File: config.mk
export PLATFORM = sky130hd
export DESIGN_NAME = mpc_constraint_fill_sched_flat
export DESIGN_NICKNAME = d
export VERILOG_FILES = /design/src/rtl/mpc_constraint_fill_sched_if.sv /design/src/rtl/mpc_constraint_fill_sched.sv /design/src/flat_wrapper.sv
export SDC_FILE = /design/constraint.sdc
export NUM_CORES = 1
export LEC_CHECK = 0
export BUFFER_PORTS_ARGS = -buffer_cell sky130_fd_sc_hd__clkbuf_2
export CAP_MARGIN = 0
export CORE_MARGIN = 3
export CORE_UTILIZATION = 55
export DETAILED_ROUTE_END_ITERATION = 7
export GPL_TIMING_DRIVEN = 1
export PLACE_DENSITY = 0.78
export SLEW_MARGIN = 10
export SYNTH_ARGS = -nofsm -noshare
export SYNTH_HDL_FRONTEND = slang
export SYNTH_SLANG_ARGS = --single-unit
File: constraint.sdc
create_clock -name ap_clk -period 9.5 [get_ports ap_clk]
set_clock_uncertainty 0.15 [all_clocks]
set_input_delay 1.425 -clock ap_clk [delete_from_list [all_inputs] [get_ports ap_clk]]
set_output_delay 1.425 -clock ap_clk [all_outputs]
set_load 0.02 [all_outputs]
File: src/rtl/mpc_constraint_fill_sched_if.sv
// Handshake, configuration, external-request and h-RAM port bundle for the
// constraint-vector fill scheduler.
interface mpc_constraint_fill_sched_if #(
  parameter int NSEG   = 4,
  parameter int ADDR_W = 5,
  parameter int DATA_W = 32
);
  localparam int SEL_W = (NSEG > 1) ? $clog2(NSEG) : 1;

  logic              ap_start;
  logic              ap_done;
  logic              ap_idle;
  logic              ap_ready;

  logic              cfg_we;
  logic [SEL_W-1:0]  cfg_sel;
  logic [ADDR_W-1:0] cfg_base;
  logic [ADDR_W-1:0] cfg_len;
  logic [DATA_W-1:0] cfg_val;

  logic              ext_req;
  logic [ADDR_W-1:0] ext_addr;
  logic [DATA_W-1:0] ext_data;
  logic              ext_gnt;

  logic [ADDR_W-1:0] h_address0;
  logic              h_ce0;
  logic              h_we0;
  logic [DATA_W-1:0] h_d0;

  // Sequencer / requester side
  modport master (
    output ap_start,
    input  ap_done, ap_idle, ap_ready,
    output cfg_we, cfg_sel, cfg_base, cfg_len, cfg_val,
    output ext_req, ext_addr, ext_data,
    input  ext_gnt,
    input  h_address0, h_ce0, h_we0, h_d0
  );

  // Fill engine side
  modport slave (
    input  ap_start,
    output ap_done, ap_idle, ap_ready,
    input  cfg_we, cfg_sel, cfg_base, cfg_len, cfg_val,
    input  ext_req, ext_addr, ext_data,
    output ext_gnt,
    output h_address0, h_ce0, h_we0, h_d0
  );
endinterface

File: src/rtl/mpc_constraint_fill_sched.sv
// Runtime-configurable fill engine for the dense-MPC constraint vector h:
// writes NSEG constant-valued segments and shares the h port with an external writer.
module mpc_constraint_fill_sched #(
  parameter int NSEG   = 4,
  parameter int ADDR_W = 5,
  parameter int DATA_W = 32
) (
  input  logic                       ap_clk,
  input  logic                       ap_rst_n,
  mpc_constraint_fill_sched_if.slave bus
);
  localparam int SEL_W = (NSEG > 1) ? $clog2(NSEG) : 1;
  localparam logic [SEL_W-1:0] LAST_SEG = SEL_W'(NSEG - 1);
  localparam logic signed [DATA_W-1:0] VAL_POS = DATA_W'(32'sh000A0000);
  localparam logic signed [DATA_W-1:0] VAL_NEG = DATA_W'(32'shFFF60000);

  typedef enum logic [1:0] {
    ST_IDLE,
    ST_FILL,
    ST_DONE
  } state_t;

  state_t                    state_q, state_d;
  logic [SEL_W-1:0]          s_q, s_d;
  logic [ADDR_W-1:0]         idx_q, idx_d;

  logic [ADDR_W-1:0]         base_q [NSEG];
  logic [ADDR_W-1:0]         len_q  [NSEG];
  logic signed [DATA_W-1:0]  val_q  [NSEG];

  logic [ADDR_W-1:0]         cur_base;
  logic [ADDR_W-1:0]         cur_len;
  logic signed [DATA_W-1:0]  cur_val;
  logic [ADDR_W-1:0]         fill_addr;
  logic                      seg_end;
  logic                      fill_wr;
  logic                      ext_gnt;
  logic                      cfg_ok;

  assign cur_base  = base_q[s_q];
  assign cur_len   = len_q[s_q];
  assign cur_val   = val_q[s_q];
  // Modulo-2^ADDR_W address: the sum simply drops its carry.
  assign fill_addr = cur_base + idx_q;

  // A zero-length segment still consumes one (skip) cycle.
  assign seg_end = (cur_len == '0) || (idx_q == cur_len - ADDR_W'(1));
  assign fill_wr = (state_q == ST_FILL) && (cur_len != '0);

  // Fill has absolute priority; a start request in IDLE already blocks the grant.
  assign ext_gnt = ap_rst_n && bus.ext_req && (state_q == ST_IDLE) && !bus.ap_start;

  assign cfg_ok = bus.cfg_we && (state_q == ST_IDLE) && (32'(bus.cfg_sel) < NSEG);

  always_ff @(posedge ap_clk or negedge ap_rst_n) begin
    if (!ap_rst_n) begin
      state_q <= ST_IDLE;
      s_q     <= '0;
      idx_q   <= '0;
    end else begin
      state_q <= state_d;
      s_q     <= s_d;
      idx_q   <= idx_d;
    end
  end

  always_comb begin
    state_d = state_q;
    s_d     = s_q;
    idx_d   = idx_q;
    case (state_q)
      ST_IDLE: begin
        if (bus.ap_start) begin
          state_d = ST_FILL;
          s_d     = '0;
          idx_d   = '0;
        end
      end
      ST_FILL: begin
        if (seg_end) begin
          idx_d = '0;
          if (s_q == LAST_SEG) begin
            state_d = ST_DONE;
          end else begin
            s_d = s_q + SEL_W'(1);
          end
        end else begin
          idx_d = idx_q + ADDR_W'(1);
        end
      end
      ST_DONE: begin
        state_d = ST_IDLE;
      end
      default: begin
        state_d = ST_IDLE;
      end
    endcase
  end

  // Segment configuration; reset restores the fixed-constant layout h[16..31].
  always_ff @(posedge ap_clk or negedge ap_rst_n) begin
    if (!ap_rst_n) begin
      for (int k = 0; k < NSEG; k++) begin
        base_q[k] <= ADDR_W'(16 + 4 * k);
        len_q[k]  <= ADDR_W'(4);
        val_q[k]  <= ((k % 2) == 0) ? VAL_POS : VAL_NEG;
      end
    end else if (cfg_ok) begin
      base_q[bus.cfg_sel] <= bus.cfg_base;
      len_q[bus.cfg_sel]  <= bus.cfg_len;
      val_q[bus.cfg_sel]  <= $signed(bus.cfg_val);
    end
  end

  always_comb begin
    bus.h_ce0      = 1'b0;
    bus.h_we0      = 1'b0;
    bus.h_address0 = '0;
    bus.h_d0       = '0;
    if (fill_wr) begin
      bus.h_ce0      = 1'b1;
      bus.h_we0      = 1'b1;
      bus.h_address0 = fill_addr;
      bus.h_d0       = cur_val;
    end else if (ext_gnt) begin
      bus.h_ce0      = 1'b1;
      bus.h_we0      = 1'b1;
      bus.h_address0 = bus.ext_addr;
      bus.h_d0       = bus.ext_data;
    end
  end

  assign bus.ext_gnt  = ext_gnt;
  assign bus.ap_done  = (state_q == ST_DONE);
  assign bus.ap_ready = (state_q == ST_DONE);
  assign bus.ap_idle  = (state_q == ST_IDLE) && !bus.ap_start;

endmodule

File: src/flat_wrapper.sv
// flat-port wrapper written by rule: the top's interface ports become plain ports
module mpc_constraint_fill_sched_flat 
#(
  parameter int NSEG   = 4,
  parameter int ADDR_W = 5,
  parameter int DATA_W = 32
)
  (ap_clk, ap_rst_n, bus_ap_start, bus_ap_done, bus_ap_idle, bus_ap_ready, bus_cfg_we, bus_cfg_sel, bus_cfg_base, bus_cfg_len, bus_cfg_val, bus_ext_req, bus_ext_addr, bus_ext_data, bus_ext_gnt, bus_h_address0, bus_h_ce0, bus_h_we0, bus_h_d0);
  mpc_constraint_fill_sched_if #(.NSEG(NSEG), .ADDR_W(ADDR_W), .DATA_W(DATA_W)) bus_i ();
  input  logic ap_clk;
  input  logic ap_rst_n;
  input wire logic [$bits(bus_i.ap_start)-1:0] bus_ap_start;
  output wire logic [$bits(bus_i.ap_done)-1:0] bus_ap_done;
  output wire logic [$bits(bus_i.ap_idle)-1:0] bus_ap_idle;
  output wire logic [$bits(bus_i.ap_ready)-1:0] bus_ap_ready;
  input wire logic [$bits(bus_i.cfg_we)-1:0] bus_cfg_we;
  input wire logic [$bits(bus_i.cfg_sel)-1:0] bus_cfg_sel;
  input wire logic [$bits(bus_i.cfg_base)-1:0] bus_cfg_base;
  input wire logic [$bits(bus_i.cfg_len)-1:0] bus_cfg_len;
  input wire logic [$bits(bus_i.cfg_val)-1:0] bus_cfg_val;
  input wire logic [$bits(bus_i.ext_req)-1:0] bus_ext_req;
  input wire logic [$bits(bus_i.ext_addr)-1:0] bus_ext_addr;
  input wire logic [$bits(bus_i.ext_data)-1:0] bus_ext_data;
  output wire logic [$bits(bus_i.ext_gnt)-1:0] bus_ext_gnt;
  output wire logic [$bits(bus_i.h_address0)-1:0] bus_h_address0;
  output wire logic [$bits(bus_i.h_ce0)-1:0] bus_h_ce0;
  output wire logic [$bits(bus_i.h_we0)-1:0] bus_h_we0;
  output wire logic [$bits(bus_i.h_d0)-1:0] bus_h_d0;
  assign bus_i.ap_start = bus_ap_start;
  assign bus_ap_done = bus_i.ap_done;
  assign bus_ap_idle = bus_i.ap_idle;
  assign bus_ap_ready = bus_i.ap_ready;
  assign bus_i.cfg_we = bus_cfg_we;
  assign bus_i.cfg_sel = bus_cfg_sel;
  assign bus_i.cfg_base = bus_cfg_base;
  assign bus_i.cfg_len = bus_cfg_len;
  assign bus_i.cfg_val = bus_cfg_val;
  assign bus_i.ext_req = bus_ext_req;
  assign bus_i.ext_addr = bus_ext_addr;
  assign bus_i.ext_data = bus_ext_data;
  assign bus_ext_gnt = bus_i.ext_gnt;
  assign bus_h_address0 = bus_i.h_address0;
  assign bus_h_ce0 = bus_i.h_ce0;
  assign bus_h_we0 = bus_i.h_we0;
  assign bus_h_d0 = bus_i.h_d0;
  mpc_constraint_fill_sched #(.NSEG(NSEG), .ADDR_W(ADDR_W), .DATA_W(DATA_W)) u_core (.ap_clk(ap_clk), .ap_rst_n(ap_rst_n), .bus(bus_i));
endmodule
## After elaboration in Yosys (flattened, before gate mapping)

Cells that the tools add are included.

- Bits in registers: 177
- Logic and storage cells: 81
- Bits of input ports: 86
- Output and inout bits: 43

- Bitwise logic cells: 2
- Mux-type cells: 33
- Equal/unequal tests: 8
- Add/subtract/negate cells: 4
- Magnitude comparators: 3
- Reduce and logical (&&, ||, !) cells: 16

Operators by type and width:

| operator | count |
|---|---|
| $mux 32 | 5 |
| $bwmux 128 | 1 |
| $bmux 32 s2 | 1 |
| $demux 32 s2 | 1 |
| $mux 5 | 9 |
| $bwmux 20 | 2 |
| $bmux 5 s2 | 2 |
| $mux 2 | 6 |
| $demux 5 s2 | 1 |
| $pmux 5 s2 | 1 |
| $pmux 2 s2 | 2 |
| $logic_and 1x1->1 | 7 |
| $ge 3x3->1 const B | 2 |
| $ne 2x2->1 const B | 3 |
| $not 2->3 | 2 |
| $add 5x1->5 const B | 1 |
| $add 5x5->5 | 1 |
| $eq 5x5->1 | 1 |
| $logic_not 5->1 | 1 |
| $reduce_bool 5->1 | 1 |
| $sub 5x1->5 const B | 1 |
| $eq 2x2->1 const B | 2 |
| $reduce_and 4->1 | 1 |
| $lt 3x1->1 const B | 1 |
| other kinds (10) | 11 |

## Longest topological paths before layout

Gate-level depths: netlist of the first run.

- Word-level depth: 9
- Mapped depth: 12
- Mapped depth without buffers: 9

## Worst setup path before layout of the first run

OpenSTA, ideal clock, no wires.

- Kind: input to output
- Start: in bus_ap_start
- End: out bus_h_d0[0]
- Slack: 4.861 ns
- Arrival: 3.064 ns
- Buffers on the path: 2
- Cell stages on the path: 5
- Path through: nor3_1 -> and3_1 -> clkbuf_1 -> clkbuf_1 -> a22o_1

- Word-level cells in the longest chain between the ends: 4

RTL lines:

| item | RTL line | RTL |
|---|---|---|
| start: declaration | flat_wrapper.sv:12 | `input wire logic [$bits(bus_i.ap_start)-1:0] bus_ap_start;` |
| $logic_not 1->1 | mpc_constraint_fill_sched.sv:51 | `assign ext_gnt = ap_rst_n && bus.ext_req && (state_q == ST_IDLE) && !bus.ap_start;` |
| $logic_and 1x1->1 | mpc_constraint_fill_sched.sv:51 |  |
| $mux 32 | mpc_constraint_fill_sched.sv:125 | `end else if (ext_gnt) begin` |
| $mux 32 | mpc_constraint_fill_sched.sv:120 | `if (fill_wr) begin` |
| end: declaration | flat_wrapper.sv:28 | `output wire logic [$bits(bus_i.h_d0)-1:0] bus_h_d0;` |

Every way passes these cells.

## Final worst setup path of the first run

- Start: reg u_core.s_q[0]
- End: out bus_h_address0[3]

- Word-level cells in the longest chain between the ends: 7
- Elaborated cells between the ends (all ways): 11
- Those cells by class: add/sub (1); mux (7); bitwise (1); reduce/logical (2)

RTL lines:

| item | RTL line | RTL |
|---|---|---|
| start: declaration | mpc_constraint_fill_sched.sv:24 | `logic [SEL_W-1:0] s_q, s_d;` |
| start signal: assignment | mpc_constraint_fill_sched.sv:58 | `s_q <= '0;` |
| start signal: assignment | mpc_constraint_fill_sched.sv:62 | `s_q <= s_d;` |
| $not 2->3 (not written as such) * | mpc_constraint_fill_sched.sv:40, mpc_constraint_fill_sched.sv:41 |  |
| branches (longest 5 deep; another with $add 5x5->5) | -- |  |
| $mux 5 * | mpc_constraint_fill_sched.sv:120 |  |
| end: declaration | flat_wrapper.sv:25 | `output wire logic [$bits(bus_i.h_address0)-1:0] bus_h_address0;` |

Every way passes the cells marked *. The select of a mux whose other input is x is not followed.

==> results of run 1 <==
## metal layers
layer	vias to the layer above	routed length, um	GRT usage, %
li1	2270	-	-
met1	2629	7570	29.3
met2	125	8810	36.2
met3	23	787	5.15
met4	0	301	7.97
met5	-	0	0
## area by class of cell
type	instances	area share (%)
Clock buffer	24	4.77
Clock inverter	8	0.620
Inverter	8	0.310
Multi-Input combinational cell	321	38.4
Sequential cell	177	46.4
Tap cell	184	2.38
Timing Repair Buffer	134	7.15
## Yosys cell counts (all sizes together) (2+ instances only)
library cell / number
nor3: 5
a21o: 4
o21bai: 2
nand2: 11
nor2: 5
xnor2: 7
nand3: 4
nand2b: 2
a22o: 34
o31ai: 2
clkbuf: 24
nor3b: 2
a21oi: 3
dfrtp: 133
xor2: 5
mux2: 168
o21ai: 8
mux4: 42
buf: 12
inv: 8
ha: 8
dfstp: 44
## power by group through the flow
stage	logic, mW	registers, mW	clock network, mW
floorplan	1.35	1.30	0
global placement	1.59	1.41	0
detailed placement	1.65	1.45	0
CTS	1.65	1.44	0.635
global route	1.77	1.49	0.669
finish	1.63	1.44	0.623
## path summary, 6_finish.rpt
path                                 start                 to  slack, ns  cells after the start
setup / recovery             u_core.s_q[0]  bus_h_address0[3]       4.17                      8
setup reg to reg             u_core.s_q[0]      u_core.s_q[0]       5.64                      9
min in group asynchronous         ap_rst_n  u_core.base_q[16]       0.94                      1
max in group asynchronous         ap_rst_n  u_core.val_q[122]       6.79                      2
hold reg to reg            u_core.len_q[9]    u_core.len_q[9]       0.35                      1
hold / removal             u_core.len_q[9]    u_core.len_q[9]       0.35                      1
## cell families after synthesis
group / after synthesis / share of synthesized area, %
buffers and inverters: 44 / 2.24
AO/OA/AOI/OAI: 55 / 5.28
XOR/XNOR: 12 / 1.26
adder cells (fa/ha/maj): 9 / 1.44
flip-flops: 177 / 53.6
AND/OR/NAND/NOR: 35 / 2.26
multiplexers: 210 / 33.9
## critical path, cell delays in order (launching register included)
cell	delay, ns
dfrtp_4	1.02
mux4_2	0.44
inv_1	0.08
ha_1	0.20
nor4b_1	0.16
nor2_4	0.76
inv_1	0.19
o21ai_0	0.22
clkbuf_2	0.20
## metrics by stage
step                      instance area (um2)  setup slack [ns]  instances  power (mW)  hold WS [ns]
after global routing                     9680              3.80        856        3.93         0.360
after detailed placement                 9160              4.40        824        3.10         0.340
final                                    9680              4.17        856        3.69         0.350
after global placement                   9160              4.46        824        3.00         0.332
after floorplan                          8370              4.86        542        2.65         0.324
after CTS                                9680              4.07        856        3.73         0.355
## flip-flops by register name (all words and copies together), names as in the netlist
| signal | count |
|---|---|
| u_core.val_q | 128 |
| u_core.s_q | 2 |
| u_core.idx_q | 5 |
| u_core.state_q | 2 |
| u_core.base_q | 20 |
| u_core.len_q | 20 |
==> impl_metrics.env, run 1 <==
export IMPL_status="completed"
export IMPL_p_leak_nw=4.45
export IMPL_yosysTopAreaCellShare_pct=39.8
export IMPL_clock_sinks=177
export IMPL_path_class="reg2out"
export IMPL_yosys_warnings=0
export IMPL_grt_overflow=0
export IMPL_switching_power_mw=1.32
export IMPL_yosysTopAreaCell="dfrtp_1"
export IMPL_multi_input_area_mm2=0.00372
export IMPL_post_cts_resized=0
export IMPL_syn_area_per_cell_um2=15.4
export IMPL_num_io_pins=129
export IMPL_sw_frac_of_total_pct=35.7
export IMPL_ys_ff_latch=177
export IMPL_synth_area_leaders="dfrtp_1, mux2_2, dfstp_2"
export IMPL_drt_first_pass_iters=6
export IMPL_grt_antenna_before_repair=0
export IMPL_start_util_pct=56.9
export IMPL_clk_root_buffer_cell="clkbuf_16"
export IMPL_core_area_mm2=0.0147
export IMPL_numPortBuffers=128
export IMPL_tritoncts="done"
export IMPL_hold_viol_final=0
export IMPL_maxCapViolations=0
export IMPL_worstPathArrival_ns=3.76
export IMPL_gp_congestion=0.786
export IMPL_grt_max_degree=107
export IMPL_syn_num_nets=637
export IMPL_synth_cell_types=39
export IMPL_fin_util_pct=65.9
export IMPL_synth_seq_area_share_pct=53.6
export IMPL_area_delta_synth_final_pct=15.7
export IMPL_clkTransAtPathRegs_ns=0.06
export IMPL_final_common_cell="mux2_2"
export IMPL_clock_latency_ns=0.43
export IMPL_final_cell_mix="mux2_2, dfrtp_1, clkbuf_2"
export IMPL_fp_dieH_um=129
export IMPL_max_freq_mhz=188
export IMPL_drive_above_1_share_pct=63.5
export IMPL_drt_vias_per_instance=5.90
export IMPL_power_density_mw_per_mm2=381
export IMPL_clock_path_buffers=2
export IMPL_tightestPinTransition_ns=1.01
export IMPL_wl_mm=17.5
export IMPL_period_minus_slack_ns=5.33
export IMPL_synthCells=542
export IMPL_die_w_um=129
export IMPL_fill_cells=1075
export IMPL_die_area_mm2=0.0167
export IMPL_vias=5047
export IMPL_tns_ns=0
export IMPL_htreeDepth=4
export IMPL_grt_pass1_vias=5370
export IMPL_p_int_mw=2.37
export IMPL_dpl_hpwl_mm=10.9
export IMPL_grtUsageTotal_pct=22.1
export IMPL_syn_cell_area_mm2=0.00837
export IMPL_clkPwrFrac_pct=16.9
export IMPL_slew_viol_final=0
export IMPL_async_flop_share_pct=100
export IMPL_finalCritPeriodShare_pct=56.1
export IMPL_p_seq_share_pct=38.9
export IMPL_synth_main_ff_cell="dfrtp_1"
export IMPL_diodes=0
export IMPL_max_slew_margin_pct=32.8
export IMPL_ant_nets=0
export IMPL_wire_per_inst_um=20.4
export IMPL_cp_end_kind="output port"
export IMPL_drt_first_iter_violations=245
export IMPL_row_count=44
export IMPL_postCtsHoldBufs=0
export IMPL_critPathMaxFanout=45
export IMPL_cts_setup_buffers=0
export IMPL_pwr_share_comb_pct=44.2
export IMPL_min_delay_path_class="reg2reg"
export IMPL_setup_viol=0
export IMPL_synth_edf_count=0
export IMPL_rsz0062_at_grt="no"
export IMPL_drc=0
export IMPL_final_nets=754
export IMPL_start_kind="register"
export IMPL_regArea_mm2=0.00449
export IMPL_grt_pass1_wl_mm=28.2
export IMPL_critPathRequiredTime_ns=7.93
export IMPL_cts_buffers=17
export IMPL_vdd_drop_max_mv=0.194
(Power assumes the default switching activity.)
==> inputs of run 2 (changes only) <==
Settings changed: CORE_UTILIZATION 55 to 52, PLACE_DENSITY 0.78 to 0.77.
Clock period 9.5 ns to 4.5 ns, I/O delays scaled along.
==> run 2 against run 1 <==
Against the previous run: sequential power rose by 100%; non-clock buffer count rose by 6; worst setup slack got worse by 3.8 ns; routed wire length rose by 4.8%; total power rose by 120%; count of clock-buffer cells in the layout fell by 4; first-iteration DRC count rose by 38%; critical path depth did not move; largest cell class unchanged; largest power group unchanged.
==> impl_metrics.env, run 2 (synthesized netlist as in run 1, its figures left out) <==
export IMPL_post_cts_resized=0
export IMPL_fin_area_mm2=0.00987
export IMPL_start_util_pct=54.0
export IMPL_grt_overflow=0
export IMPL_ant_nets=0
export IMPL_fill_cells=1130
export IMPL_setup_viol=0
export IMPL_htreeDepth=4
export IMPL_num_io_pins=129
export IMPL_wire_per_inst_um=20.6
export IMPL_max_freq_mhz=240
export IMPL_clk_root_buffer_cell="clkbuf_16"
export IMPL_dpl_cell_area_mm2=0.00923
export IMPL_start_kind="register"
export IMPL_final_cell_mix="mux2_2, dfrtp_1, clkbuf_2"
export IMPL_worstPathArrival_ns=3.34
export IMPL_tightestPinTransition_ns=1.07
export IMPL_gp_congestion=0.768
export IMPL_numPortBuffers=128
export IMPL_routed_top_layer="met4"
export IMPL_m1WireLength_mm=7.66
export IMPL_regArea_mm2=0.00449
export IMPL_core_area_mm2=0.0155
export IMPL_largest_register="u_core.val_q"
export IMPL_die_w_um=133
export IMPL_critPathRequiredTime_ns=3.67
export IMPL_p_total_mw=8.07
export IMPL_vias=5135
export IMPL_grt_max_degree=90
export IMPL_slew_viol_final=0
export IMPL_diodes=0
export IMPL_row_count=45
export IMPL_status="completed"
export IMPL_cp_slowest_cell="nor2_4"
export IMPL_dpl_hpwl_mm=11.9
export IMPL_max_slew_margin_pct=28.8
export IMPL_area_delta_synth_final_pct=17.9
export IMPL_vdd_drop_max_mv=0.466
export IMPL_drive_above_1_share_pct=64.6
export IMPL_finalCritPeriodShare_pct=92.6
export IMPL_cts_buffers=17
export IMPL_drc=0
export IMPL_dr_wl_met3_um=837
export IMPL_clock_path_buffers=2
export IMPL_pwr_share_comb_pct=44.5
export IMPL_maxCapViolations=0
export IMPL_path_class="reg2out"
export IMPL_p_leak_nw=4.52
export IMPL_final_common_cell="mux2_2"
export IMPL_holdWs_ns=0.350
export IMPL_clkTransAtPathRegs_ns=0.06
export IMPL_cp_common_cell="inv_1"
export IMPL_crit_chain="mux4_2 > inv_1 > ha_1 > nor4b_1 > nor2_4 > inv_1 > o21ai_0 > clkbuf_2"
export IMPL_fp_dieH_um=133
export IMPL_p_int_mw=5.22
export IMPL_reg_top3="u_core.val_q x128, u_core.base_q x20, u_core.len_q x20"
export IMPL_grt_pass1_vias=5693
export IMPL_switching_power_mw=2.85
export IMPL_tns_ns=0
export IMPL_hold_viol_final=0
export IMPL_cts_setup_buffers=0
export IMPL_largest_reg_flops=128
export IMPL_drt_vias_per_instance=5.78
export IMPL_min_delay_path_class="reg2reg"
export IMPL_cp_end_kind="output port"
export IMPL_drt_first_iter_violations=338
export IMPL_postCtsHoldBufs=1
export IMPL_clkPwrFrac_pct=18.9
export IMPL_drt_first_pass_iters=4
export IMPL_multi_input_area_mm2=0.00372
export IMPL_critPathMaxStageDelay_ns=0.77
export IMPL_tritoncts="done"
export IMPL_final_nets=760
export IMPL_route_met2_wl_mm=9.64
export IMPL_critPathMaxFanout=37
export IMPL_die_area_mm2=0.0176
export IMPL_rsz0062_at_grt="no"
export IMPL_period_minus_slack_ns=4.17
export IMPL_clock_latency_ns=0.42
export IMPL_grt_antenna_before_repair=0
export IMPL_grt_pass1_wl_mm=30.1
export IMPL_power_density_mw_per_mm2=818
export IMPL_grtUsageTotal_pct=21.7
export IMPL_clock_sinks=177
export IMPL_sw_frac_of_total_pct=35.3
export IMPL_p_seq_share_pct=36.5
export IMPL_wl_mm=18.3
==> run 2: cell count changes in the layout (fill, tap and decap cells not counted), sizes merged <==
cell / previous run / this run
buf: 7 / 12
bufinv: 0 / 3
clkbuf: 151 / 147
clkinv: 5 / 4
clkinvlp: 2 / 4
dlygate4sd3: 0 / 1
==> run 2: area by class of cell <==
class,count,area share (%)
clock buffers,20,4.73
multi-input cells,321,37.7
repair buffers,140,7.50
clock inverters,12,1.59
flip-flops and latches,177,45.5
inverters,8,0.304
well taps,211,2.68
==> run 2: critical path: cells and delay by family, from the launching register on <==
kind | cells | cell delay [ns]
multiplexers | 1 | 0.44
buffers and inverters | 3 | 0.48
flip-flops | 1 | 0.64
AO/OA/AOI/OAI | 1 | 0.24
AND/OR/NAND/NOR | 2 | 0.94
adder cells (fa/ha/maj) | 1 | 0.18
==> run 2: power by group through the flow <==
stage / Sequential, mW / Clock (mW) / Combinational [mW]
final: 2.95 / 1.53 / 3.59
after global routing: 3.05 / 1.62 / 3.89
after CTS: 2.95 / 1.55 / 3.65
after detailed placement: 2.97 / 0 / 3.62
after global placement: 2.89 / 0 / 3.49
after floorplan: 2.74 / 0 / 2.84
==> run 2: metal layers <==
metal | global-route usage [%] | up-vias
met3 | 5.48 | 14
met2 | 37.8 | 120
met5 | 0 | -
met4 | 5.20 | 0
met1 | 27.4 | 2714
li1 | - | 2287
==> run 2: per-stage QoR <==
stage	util [%]	std cells	worst slack (ns)
global route	63.7	889	0.0778
CTS	63.7	889	0.262
global placement	59.6	856	0.840
floorplan	-	542	0.665
finish	63.7	889	0.335
detailed placement	59.6	856	0.717
==> run 2: path summary, 6_finish.rpt <==
path | startpoint | endpoint | slack (ns) | depth (start not counted)
setup reg to reg | u_core.s_q[0] | u_core.s_q[0] | 1.09 | 9
min in group asynchronous | ap_rst_n | u_core.base_q[6] | 0.50 | 2
hold reg to reg | u_core.len_q[0] | u_core.len_q[0] | 0.35 | 1
hold / removal | u_core.len_q[0] | u_core.len_q[0] | 0.35 | 1
setup / recovery | u_core.s_q[0] | bus_h_address0[4] | 0.33 | 8
max in group asynchronous | ap_rst_n | u_core.val_q[55] | 1.53 | 4
